$ cat src/rtl/matrix_commutator_fsm.sv
// rtl/matrix_commutator_fsm.sv - four-step current-sign commutation sequencer for one matrix-converter output leg
//
// Drives the forward/reverse gate pair of every input-phase bidirectional
// switch so that moving the load from one source phase to another never
// shorts two sources and never opens the inductive load path.
//
// Parameters:
//   NPH          number of input phases (>= 2)
//   STEP_CYCLES  clock cycles each intermediate step is held (>= 1)
//   SW           select width, derived from NPH (do not override)
//
// Ports:
//   clk          system clock, rising edge
//   rst          synchronous active-high reset
//   DesiredLoad  requested source phase, 0 = no request, 1..NPH = phase
//   CurrentSign  load current sign, 1 = source->load (forward device)
//   Sout         gate drives; phase p: forward Sout[2(NPH-p)+1],
//                reverse Sout[2(NPH-p)]; phase 1 is the MSB pair
//   busy         high while an intermediate step is being held
//   done         one-cycle pulse when a commutation completes
//   illegal      one-cycle pulse when a select > NPH is sampled in OFF/ON
//
// Optional feature macro: COMM_SIGN_FILTER_EN
//   defined   : CurrentSign is passed through a 2-flop synchronizer and
//               the synchronized value is latched at commutation start
//   undefined : the raw CurrentSign is latched

module matrix_commutator_fsm #(
    parameter int NPH         = 3,
    parameter int STEP_CYCLES = 4,
    parameter int SW          = $clog2(NPH + 1)
) (
    input  logic              clk,
    input  logic              rst,
    input  logic [SW-1:0]     DesiredLoad,
    input  logic              CurrentSign,
    output logic [2*NPH-1:0]  Sout,
    output logic              busy,
    output logic              done,
    output logic              illegal
);

    localparam int DW = (STEP_CYCLES > 1) ? $clog2(STEP_CYCLES) : 1;
    localparam logic [DW-1:0] DWELL_RELOAD = DW'(STEP_CYCLES - 1);

    localparam logic [2:0] ST_OFF   = 3'd0;
    localparam logic [2:0] ST_ON    = 3'd1;
    localparam logic [2:0] ST_STEP1 = 3'd2;
    localparam logic [2:0] ST_STEP2 = 3'd3;
    localparam logic [2:0] ST_STEP3 = 3'd4;

    logic [2:0]    state, n_state;
    logic [SW-1:0] cur, n_cur;
    logic [SW-1:0] tgt, n_tgt;
    logic          sgn, n_sgn;
    logic [DW-1:0] dwell, n_dwell;
    logic          n_done;
    logic          n_illegal;
    logic          n_busy;
    logic [2*NPH-1:0] n_sout;

    logic          sign_use;
    logic [31:0]   sel_wide;
    logic          sel_valid;
    logic          sel_over;

    // Sign source selection: optional metastability filter on the
    // asynchronous current-sign comparator output.
`ifdef COMM_SIGN_FILTER_EN
    logic sign_meta;
    logic sign_sync;

    always_ff @(posedge clk) begin
        if (rst) begin
            sign_meta <= 1'b0;
            sign_sync <= 1'b0;
        end else begin
            sign_meta <= CurrentSign;
            sign_sync <= sign_meta;
        end
    end

    assign sign_use = sign_sync;
`else
    assign sign_use = CurrentSign;
`endif

    // Compare in a wide domain so the range check stays meaningful even
    // when NPH fills the select width exactly.
    assign sel_wide  = 32'(DesiredLoad);
    assign sel_valid = (sel_wide != 32'd0) && (sel_wide <= 32'(NPH));
    assign sel_over  = (sel_wide > 32'(NPH));

    // One-hot mask of a single device of phase ph (forward or reverse).
    // Select 0 (no source) yields an empty mask.
    function automatic logic [2*NPH-1:0] dev_mask(input logic [SW-1:0] ph,
                                                  input logic fwd);
        logic [2*NPH-1:0] m;
        m = '0;
        for (int p = 1; p <= NPH; p++) begin
            if (ph == SW'(p)) begin
                m[2*(NPH-p) + (fwd ? 1 : 0)] = 1'b1;
            end
        end
        return m;
    endfunction

    // Gate pattern for a given state. Intermediate steps only ever use the
    // device that conducts in the latched current direction, so the load
    // path is never broken and opposite-direction devices of different
    // phases are never on together.
    function automatic logic [2*NPH-1:0] gate_pattern(input logic [2:0]    st,
                                                      input logic [SW-1:0] c,
                                                      input logic [SW-1:0] t,
                                                      input logic          s);
        logic [2*NPH-1:0] g;
        case (st)
            ST_ON:    g = dev_mask(c, 1'b1) | dev_mask(c, 1'b0);
            ST_STEP1: g = dev_mask(c, s);
            ST_STEP2: g = dev_mask(c, s) | dev_mask(t, s);
            ST_STEP3: g = dev_mask(t, s);
            default:  g = '0;
        endcase
        return g;
    endfunction

    always_comb begin
        n_state   = state;
        n_cur     = cur;
        n_tgt     = tgt;
        n_sgn     = sgn;
        n_dwell   = dwell;
        n_done    = 1'b0;
        n_illegal = 1'b0;

        case (state)
            ST_OFF: begin
                if (sel_valid) begin
                    n_state = ST_ON;
                    n_cur   = DesiredLoad;
                end else if (sel_over) begin
                    n_illegal = 1'b1;
                end
            end

            ST_ON: begin
                // Select 0 deliberately holds the present source: the
                // inductive load must never be opened by the modulator.
                if (sel_valid && (DesiredLoad != cur)) begin
                    n_state = ST_STEP1;
                    n_tgt   = DesiredLoad;
                    n_sgn   = sign_use;
                    n_dwell = DWELL_RELOAD;
                end else if (sel_over) begin
                    n_illegal = 1'b1;
                end
            end

            ST_STEP1: begin
                if (dwell == '0) begin
                    n_state = ST_STEP2;
                    n_dwell = DWELL_RELOAD;
                end else begin
                    n_dwell = dwell - DW'(1);
                end
            end

            ST_STEP2: begin
                if (dwell == '0) begin
                    n_state = ST_STEP3;
                    n_dwell = DWELL_RELOAD;
                end else begin
                    n_dwell = dwell - DW'(1);
                end
            end

            ST_STEP3: begin
                if (dwell == '0) begin
                    n_state = ST_ON;
                    n_cur   = tgt;
                    n_dwell = DWELL_RELOAD;
                    n_done  = 1'b1;
                end else begin
                    n_dwell = dwell - DW'(1);
                end
            end

            default: begin
                // Unreachable encodings recover to the safe all-off state.
                n_state = ST_OFF;
                n_cur   = '0;
                n_tgt   = '0;
                n_sgn   = 1'b0;
                n_dwell = '0;
            end
        endcase

        n_busy = (n_state == ST_STEP1) || (n_state == ST_STEP2) ||
                 (n_state == ST_STEP3);
        n_sout = gate_pattern(n_state, n_cur, n_tgt, n_sgn);
    end

    // Outputs are registered from next-state values so that they change on
    // the same edge as the state register.
    always_ff @(posedge clk) begin
        if (rst) begin
            state   <= ST_OFF;
            cur     <= '0;
            tgt     <= '0;
            sgn     <= 1'b0;
            dwell   <= '0;
            Sout    <= '0;
            busy    <= 1'b0;
            done    <= 1'b0;
            illegal <= 1'b0;
        end else begin
            state   <= n_state;
            cur     <= n_cur;
            tgt     <= n_tgt;
            sgn     <= n_sgn;
            dwell   <= n_dwell;
            Sout    <= n_sout;
            busy    <= n_busy;
            done    <= n_done;
            illegal <= n_illegal;
        end
    end

endmodule

$ cat config.mk
export PLATFORM = sky130hd
export DESIGN_NAME = matrix_commutator_fsm
export DESIGN_NICKNAME = d
export VERILOG_FILES = /design/src/rtl/matrix_commutator_fsm.sv
export SDC_FILE = /design/constraint.sdc
export NUM_CORES = 1
export LEC_CHECK = 0
export BUFFER_PORTS_ARGS = -buffer_cell sky130_fd_sc_hd__buf_2
export CAP_MARGIN = 10
export CORE_MARGIN = 2
export CORE_UTILIZATION = 59
export CTS_BUF_LIST = sky130_fd_sc_hd__clkbuf_8
export CTS_CLUSTER_DIAMETER = 200
export DETAILED_ROUTE_END_ITERATION = 10
export PLACE_DENSITY_LB_ADDON = 0.15
export SLEW_MARGIN = 20
export SYNTH_ARGS = -nofsm -noshare
export SYNTH_HDL_FRONTEND = slang
export SYNTH_SLANG_ARGS = --single-unit
$ cat constraint.sdc
create_clock -name clk -period 2.5 [get_ports clk]
set_input_delay 0.125 -clock clk [delete_from_list [all_inputs] [get_ports clk]]
set_output_delay 0.125 -clock clk [all_outputs]
set_load 0.1 [all_outputs]
* Word-level counts from Yosys, hierarchy flattened
Index checks and enable logic that the tools add are counted.
Operators by class: $lt $le $gt $ge 8, reduce and logical (&&, ||, !) cells 15, equal/unequal tests 16, bitwise gates (word level) 12, muxes and demuxes 55, add/subtract/negate cells 3
Operators with widths (count):
- 6-bit 2-to-1 mux | 20
- 32-bit by 1-bit >= comparator with 1-bit output (second input constant) | 2
- 32-bit by 5-bit less-than comparator with 1-bit output (second input constant) | 2
- 6-bit bitwise OR | 9
- 3-bit by 32-bit adder with 32-bit output (first input constant) | 1
- 4-bit by 32-bit adder with 32-bit output (first input constant) | 1
- 32-bit nonzero test | 1
- 6-bit case mux with 4 select lines | 1
- 1-bit 2-to-1 mux | 15
- 3-bit 2-to-1 mux | 5
- 3-bit case mux with 5 select lines | 1
- 3-bit by 2-bit equality test with 1-bit output (second input constant) | 4
- 2-bit case mux with 3 select lines | 2
- 2-bit 2-to-1 mux | 5
- 1-bit demux with 3-bit select | 3
- 2-bit equality test (second input constant) | 4
- 3-bit by 1-bit equality test with 1-bit output (second input constant) | 2
- 3-bit equality test (second input constant) | 2
- 6-bit by 5-bit bitwise OR with 6-bit output | 1
- 3-bit OR reduction | 2
- 1-bit logical AND | 5
- 2-bit by 1-bit equality test with 1-bit output (second input constant) | 2
- 1-bit by 4-bit less-than comparator with 1-bit output (second input constant) | 1
- 1-bit case mux with 2 select lines | 2
- other kinds (14) | 16
Storage, ports and cells: output and inout port bits 9, bits of input ports 5, logic and storage cells 118, bits in registers 19

* Logic depth before layout (Yosys ltp)
Gate-level depths: netlist (run 1).
depth after elaboration 21, gate-level depth with buffers 9

* Worst setup path before layout (run 1)
No wires, ideal clock.
path kind reg-to-reg, start register dwell[0], end register Sout[4], cell stages (with the launch flop) 9, arrival 1.697 ns, setup time 0.065 ns, path buffers 1, setup slack 0.738 ns, cell sequence dfxtp_1 > inv_1 > ha_1 > clkbuf_1 > or2_2 > o21ai_0 > nor2b_1 > a22oi_1 > nor2_1
On the way: longest elaborated chain between the ends 14, elaborated cells on any way between the ends 33, classes of those cells 7 x eq/ne; 19 x mux; 6 x bitwise; 1 x reduce/logical
RTL lines:
- start, declared | RTL line 56 | logic [DW-1:0] dwell, n_dwell;
- start signal, assigned | RTL line 221 | dwell <= n_dwell;
- 2-bit zero test (*) | RTL line 160, 169, 178
- 2-bit 2-to-1 mux | RTL line 178 | if (dwell == '0) begin
- 2-bit case mux with 3 select lines | RTL line 136 | case (state)
- 2-bit by 1-bit equality test with 1-bit output | RTL line 101 | if (ph == SW'(p)) begin
- 6-bit 2-to-1 mux | RTL line 101
- 6-bit 2-to-1 mux | RTL line 117 | case (st)
- 6-bit bitwise OR (no line)
- 6-bit 2-to-1 mux | RTL line 101
- 6-bit 2-to-1 mux | RTL line 117
- 6-bit bitwise OR (no line)
- 6-bit 2-to-1 mux | RTL line 101
- 6-bit 2-to-1 mux | RTL line 117
- 6-bit bitwise OR | RTL line 120 | ST_STEP2: g = dev_mask(c, s) | dev_mask(t, s);
- 6-bit case mux with 4 select lines (*) | RTL line 117
- end signal, assigned | RTL line 222 | Sout <= n_sout;
- end, declared | RTL line 37 | output logic [2*NPH-1:0] Sout,
Mark *: on every way between the ends. The rest lies on a longest branch, timed or not. The select of a mux whose other input is x is not followed. A chain may end at the register's enable or synchronous reset.

* Worst setup path after layout (run 1)
start register state[1], end register Sout[2]
On the way: longest elaborated chain between the ends 19, elaborated cells on any way between the ends 77, classes of those cells 2 x add/sub; 6 x order compare; 14 x eq/ne; 39 x mux; 10 x bitwise; 6 x reduce/logical
RTL lines:
- start, declared | RTL line 52 | logic [2:0] state, n_state;
- start signal, assigned | RTL line 217 | state <= n_state;
- 3-bit equality test, or another cell as far along | RTL line 136
- 4-bit OR reduction (no line)
- 1-bit case mux with 2 select lines | RTL line 136
- 1-bit 2-to-1 mux | RTL line 102 | m[2*(NPH-p) + (fwd ? 1 : 0)] = 1'b1;
- 4-bit by 32-bit adder with 32-bit output | RTL line 102
- 32-bit by 1-bit >= comparator with 1-bit output (not written as such) / 32-bit by 5-bit less-than comparator with 1-bit output (equally long branches) | RTL line 102
- 1-bit logical AND (not written as such) | RTL line 102
- 1-bit 2-to-1 mux | RTL line 102
- [... 3 more ...]
- 6-bit bitwise OR (no line)
- 6-bit 2-to-1 mux | RTL line 101
- 6-bit 2-to-1 mux | RTL line 117
- 6-bit bitwise OR (no line)
- 6-bit 2-to-1 mux | RTL line 101
- 6-bit 2-to-1 mux | RTL line 117
- 6-bit bitwise OR | RTL line 120
- 6-bit case mux with 4 select lines (*) | RTL line 117
Marked as above.

==> out/metrics.csv, run 1 <==
metric;value;unit
status;complete, no violations;
Reg clk slew, reported paths;0.06;ns
vias post-DR;1033;
Fmax;0.455;GHz
Die Y;48.6;um
startpoint types;flip-flop;
via/cell ratio;5.80;
Initial Utilization;61.1;%
ys async rst share;0;%
HP Class;in -> reg;
Final #Nets;158;
worst slew pin tran;0.710;ns
most common cell after layout, fill and taps aside;dfxtp_1;
cts bufs inserted;3;
sequential share of the synthesized area;30.7;%
max_slew headroom;52.6;%
Setup crit end kind;flip-flop;
antenna fix cells;0;
Mapped Avg Cell Area;8.33;um^2
max-slew violations;0;
RSZ-0062 raised after global routing;no;
Final WS setup;0.302;ns
ys flop type;dfxtp_1;
HPWL after DPL;1.88;mm
post_cts resized;0;
Ys Warns;0;
cells along the critical path;or2_1 > o22ai_1 > a221oi_2 > nand2b_2 > a2bb2oi_2 > nand2b_4 > a21oi_2;
DR pass1 iterations;4;
count of cell types in the netlist;54;
CTS tree;done;
Seq pwr share;32.8;%
share of cells above drive strength 1;25.2;%
pwr dens;924;nW/um^2
routed len/inst;14.6;um
vias in the first global route;979;
Final Hold Fails;0;
Psw;0.000524;W
CTS max path bufs;2;
max cap viols;0;
Setup WS pre-CTS;0.419;ns
setup_tns;0;ns
CP Class;reg -> reg;
post-route ant nets;0;
CP bufs+invs;0;
CTS Hold Buffers Added;0;
Worst R2R End;Sout[2]$_SDFF_PP0_;
Comb pwr share;47.4;%
switching share of power;43.9;%
Setup-failing EPs final;0;
# clock sinks;18;
most frequent cells in the layout;dfxtp_1 (18), nor2_1 (13), buf_2 (12);
cell taking the most area after synthesis;dfxtp_1;
Syn Nets;147;
Die X;48.6;um
leakage power;0.510;nW
Worst Setup EP;Sout[2]$_SDFF_PP0_;
top cell type's share of synthesized area;30.7;%
fin crit period;2.20;ns
drt total wl;2.59;mm
DR iter-0 viols;27;
DRC viols;0;
leading post-synthesis cells by cell area;dfxtp_1 (31%), nand2b_1 (5.3%), a21oi_1 (4.3%);
clock skew;0.00127;ns
Clk Latency, worst-skew pair;0.26;ns
Root Buffer Master;clkbuf_8;
delay-heaviest family, CP;flip-flops;
die area;2360;um^2
Synth Register Bits;18;
Int Power;0.000669;W
core footprint;1920;um^2
# rows;16;
largest net degree at the start of global routing;21;
H-tree levels;1;
VDD IR-drop max;0.649;mV
Ports;14;
crit-path max cell delay;0.78;ns
port buffer count;12;
first-pass GRT wire length;4.56;mm
reg-to-reg setup timing slack;0.30;ns
initial antenna violation count;0;
reg2reg path depth;7;
Required @ worst endpoint;2.64;ns
Crit. path cell count;7;
total gr overflow;0;
crit-path max FO;20;
routability cong.;0.846;
Syn-to-layout area delta;10.0;%
synthesized area;1170;um^2
setup bufs post-CTS;0;
number of flops mapped to enable cells by yosys;0;
Final period util;87.9;%
reg2reg start;state[1]$_SDFF_PP0_;
Critical Path AT;2.33;ns
GRT Total Usage;24.8;%
critical path's slowest cell;dfxtp_1;
launch point of the worst path;state[1]$_SDFF_PP0_;
Clock power frac;19.9;%
Gate Count Post-Synth;141;
[synth_stat cells, types with 2 or more instances]
cell type / count
nand3_1: 2
nand2_1: 10
nand2b_1: 10
o22ai_1: 4
a21o_1: 4
nor3_1: 2
o21ai_0: 4
clkbuf_1: 2
o21bai_1: 2
inv_1: 7
o21ai_1: 5
a21oi_1: 10
a22oi_1: 2
nand3b_1: 2
nor2b_1: 3
buf_1: 2
buf_4: 2
a221oi_2: 2
dfxtp_1: 18
a211oi_1: 2
nor2_1: 13
[worst min-delay path by stage]
stage	start	end	cells past startpoint
after floorplan	DesiredLoad[0]	tgt[0]$_SDFF_PP0_	2
after global placement	rst	state[0]$_SDFF_PP0_	2
after detailed placement	rst	state[0]$_SDFF_PP0_	2
after CTS	rst	state[0]$_SDFF_PP0_	2
after global routing	rst	state[0]$_SDFF_PP0_	2
final	rst	state[0]$_SDFF_PP0_	2
[per-stage QoR]
step           total power, W  hold slack (ns)  util [%]  std cells  cell area [um^2]
2_1_floorplan        0.000858            0.341         -        141              1170
3_3_place_gp         0.000939            0.428      64.4        174              1240
3_5_place_dp         0.000952            0.434      64.4        174              1240
4_1_cts               0.00119            0.160      67.3        178              1290
5_1_grt               0.00127            0.175      67.3        178              1290
6_report              0.00119            0.172      67.3        178              1290
[routing by layer]
layer	track usage, %	share of wire (%)	up-vias
met5	0	0	-
met4	11.9	2.0	0
met1	31.7	45	483
met2	38.8	48	25
met3	6.48	4.8	7
li1	-	-	518
[cell type report]
type	instances	area (um^2)
Multi-Input combinational cell	107	738
Fill cell	182	629
Sequential cell	18	360
Timing Repair Buffer	14	75.1
Clock buffer	4	55.1
Tap cell	27	33.8
Inverter	8	30.0
[kinds of logic after synthesis]
kind of cell             Yosys count  synth area share [%]
AND/OR/NAND/NOR                   54                  26.0
AO/OA/AOI/OAI                     48                  32.9
flip-flops                        18                  30.7
buffers and inverters             16                  6.50
multiplexers                       2                  1.81
adder cells (fa/ha/maj)            1                  1.06
other                              1                 0.319
XOR/XNOR                           1                 0.746
[registers in the layout, indices dropped and copies added, names as in the netlist]
| register | flops |
|---|---|
| Sout | 6 |
| busy | 1 |
| cur | 2 |
| done | 1 |
| dwell | 2 |
| sgn | 1 |
| state | 3 |
| tgt | 2 |
[power groups by stage]
stage	sequential, W	combinational [W]	clock, W
2_1_floorplan	0.000481	0.000377	0
3_3_place_gp	0.000392	0.000547	0
3_5_place_dp	0.000395	0.000557	0
4_1_cts	0.000389	0.000564	0.000240
5_1_grt	0.000399	0.000617	0.000258
6_report	0.000391	0.000565	0.000237
Power figures use the tool's default switching activity.
==> run 2, diff against run 1 <==
--- a/config.mk
+++ b/config.mk
@@ -12,7 +12,7 @@
 export CTS_BUF_LIST = sky130_fd_sc_hd__clkbuf_8
 export CTS_CLUSTER_DIAMETER = 200
 export DETAILED_ROUTE_END_ITERATION = 10
-export PLACE_DENSITY_LB_ADDON = 0.15
+export PLACE_DENSITY = 0.79
 export SLEW_MARGIN = 20
 export SYNTH_ARGS = -nofsm -noshare
 export SYNTH_HDL_FRONTEND = slang
==> out/metrics.csv, run 2 (synthesis results as in run 1) <==
metric;value;unit
worst slew pin tran;0.647;ns
CTS tree;done;
Hold EP;state[0]$_SDFF_PP0_;
share of cells above drive strength 1;25.2;%
CP bufs+invs;0;
filler instances;173;
critical path's slowest cell;dfxtp_1;
RSZ-0062 raised after global routing;no;
H-tree levels;1;
reg2reg path depth;7;
startpoint types;flip-flop;
Ports;14;
via/cell ratio;5.70;
Syn-to-layout area delta;10.0;%
cells along the critical path;or2_1 > o22ai_1 > a221oi_2 > nand2b_2 > a2bb2oi_2 > nand2b_4 > a21oi_2;
Setup WS pre-CTS;0.440;ns
post-route ant nets;0;
initial antenna violation count;0;
Setup-failing EPs final;0;
Final #Nets;158;
reg-to-reg setup timing slack;0.36;ns
DRC viols;0;
max cap viols;0;
setup_tns;0;ns
antenna fix cells;0;
CTS max path bufs;2;
CP Class;reg -> reg;
total gr overflow;0;
DR iter-0 viols;29;
Final period util;85.6;%
crit-path max cell delay;0.74;ns
core footprint;1920;um^2
Root Buffer Master;clkbuf_8;
Clk Latency, worst-skew pair;0.26;ns
crit-path max FO;20;
max_slew headroom;56.8;%
cts bufs inserted;3;
reg2reg start;state[1]$_SDFF_PP0_;
GRT Total Usage;21.8;%
first-pass GRT wire length;4.09;mm
register area;360;um^2
HP Start;rst;
die area;2360;um^2
Final Hold Fails;0;
setup bufs post-CTS;0;
CTS Hold Buffers Added;0;
Critical Path AT;2.26;ns
vias post-DR;1015;
Most flops, register;Sout;
Die X;48.6;um
pwr dens;919;nW/um^2
delay-heaviest family, CP;flip-flops;
routed len/inst;13.5;um
leakage power;0.510;nW
Die Y;48.6;um
Fmax;0.467;GHz
VDD IR-drop max;0.627;mV
max FFs per register;6;
drt total wl;2.40;mm
Setup crit end kind;flip-flop;
launch point of the worst path;state[1]$_SDFF_PP0_;
post_cts resized;0;
routability cong.;0.864;
Required @ worst endpoint;2.62;ns
most frequent cells in the layout;dfxtp_1 (18), nor2_1 (13), buf_2 (12);
Initial Utilization;61.1;%
clock skew;0.00907;ns
fin crit period;2.14;ns
# clock sinks;18;
status;complete, no violations;
max-slew violations;0;
most common cell after layout, fill and taps aside;dfxtp_1;
port buffer count;12;
largest registers;Sout x6, state x3;
HP Class;in -> reg;
HPWL after DPL;1.83;mm
vias in the first global route;871;
Worst R2R End;Sout[2]$_SDFF_PP0_;
area occupied by multi-input gates;738;um^2
Final WS setup;0.360;ns
DR pass1 iterations;4;
Reg clk slew, reported paths;0.08;ns
# rows;16;
largest net degree at the start of global routing;21;
hold path cells;2;
[run 2: cell counts in the layout (fill, tap and decap cells not counted)]
Identical to the previous run, type by type.
[run 2: worst max path at each step]
| stage | end | cells past startpoint |
|---|---|---|
| final | Sout[2]$_SDFF_PP0_ | 7 |
| after global routing | Sout[2]$_SDFF_PP0_ | 7 |
| after CTS | Sout[2]$_SDFF_PP0_ | 7 |
| after detailed placement | Sout[2]$_SDFF_PP0_ | 7 |
| after global placement | Sout[2]$_SDFF_PP0_ | 7 |
| after floorplan | Sout[4]$_SDFF_PP0_ | 8 |
[run 2: worst reg2reg max path, delay by kind of cell (launching register included)]
kind            cells  cell delay, ns
flops               1            0.74
compound gates      4            0.66
simple gates        3            0.61
[run 2: where the power goes]
part | internal, W | leakage (nW) | switching, W | total (W)
clock network | 0.000140 | 0.0288 | 0.000102 | 0.000242
logic | 0.000197 | 0.334 | 0.000362 | 0.000559
registers | 0.000332 | 0.147 | 0.0000542 | 0.000386
total | 0.000669 | 0.510 | 0.000518 | 0.00119
[run 2: metal layers]
layer	global-route usage (%)	share of wire (%)	vias up
li1	-	-	522
met1	31.6	48	455
met2	33.6	46	32
met3	3.09	5.0	6
met4	6.19	1.7	0
met5	0	0	-
[run 2: final cells by class]
class	instances	area share, %
multi-input combinational	107	57.1
inverter	8	2.32
timing repair buffer	14	5.81
clock buffer	4	4.26
tap	27	2.61
sequential	18	27.9
[run 2: stage by stage]
step,hold slack (ns),instance area [um^2],instances,power (W),utilization [%]
2_1_floorplan,0.341,1170,141,0.000858,-
3_3_place_gp,0.432,1240,174,0.000935,64.4
3_5_place_dp,0.447,1240,174,0.000946,64.4
4_1_cts,0.179,1290,178,0.00119,67.3
5_1_grt,0.190,1290,178,0.00125,67.3
6_report,0.173,1290,178,0.00119,67.3
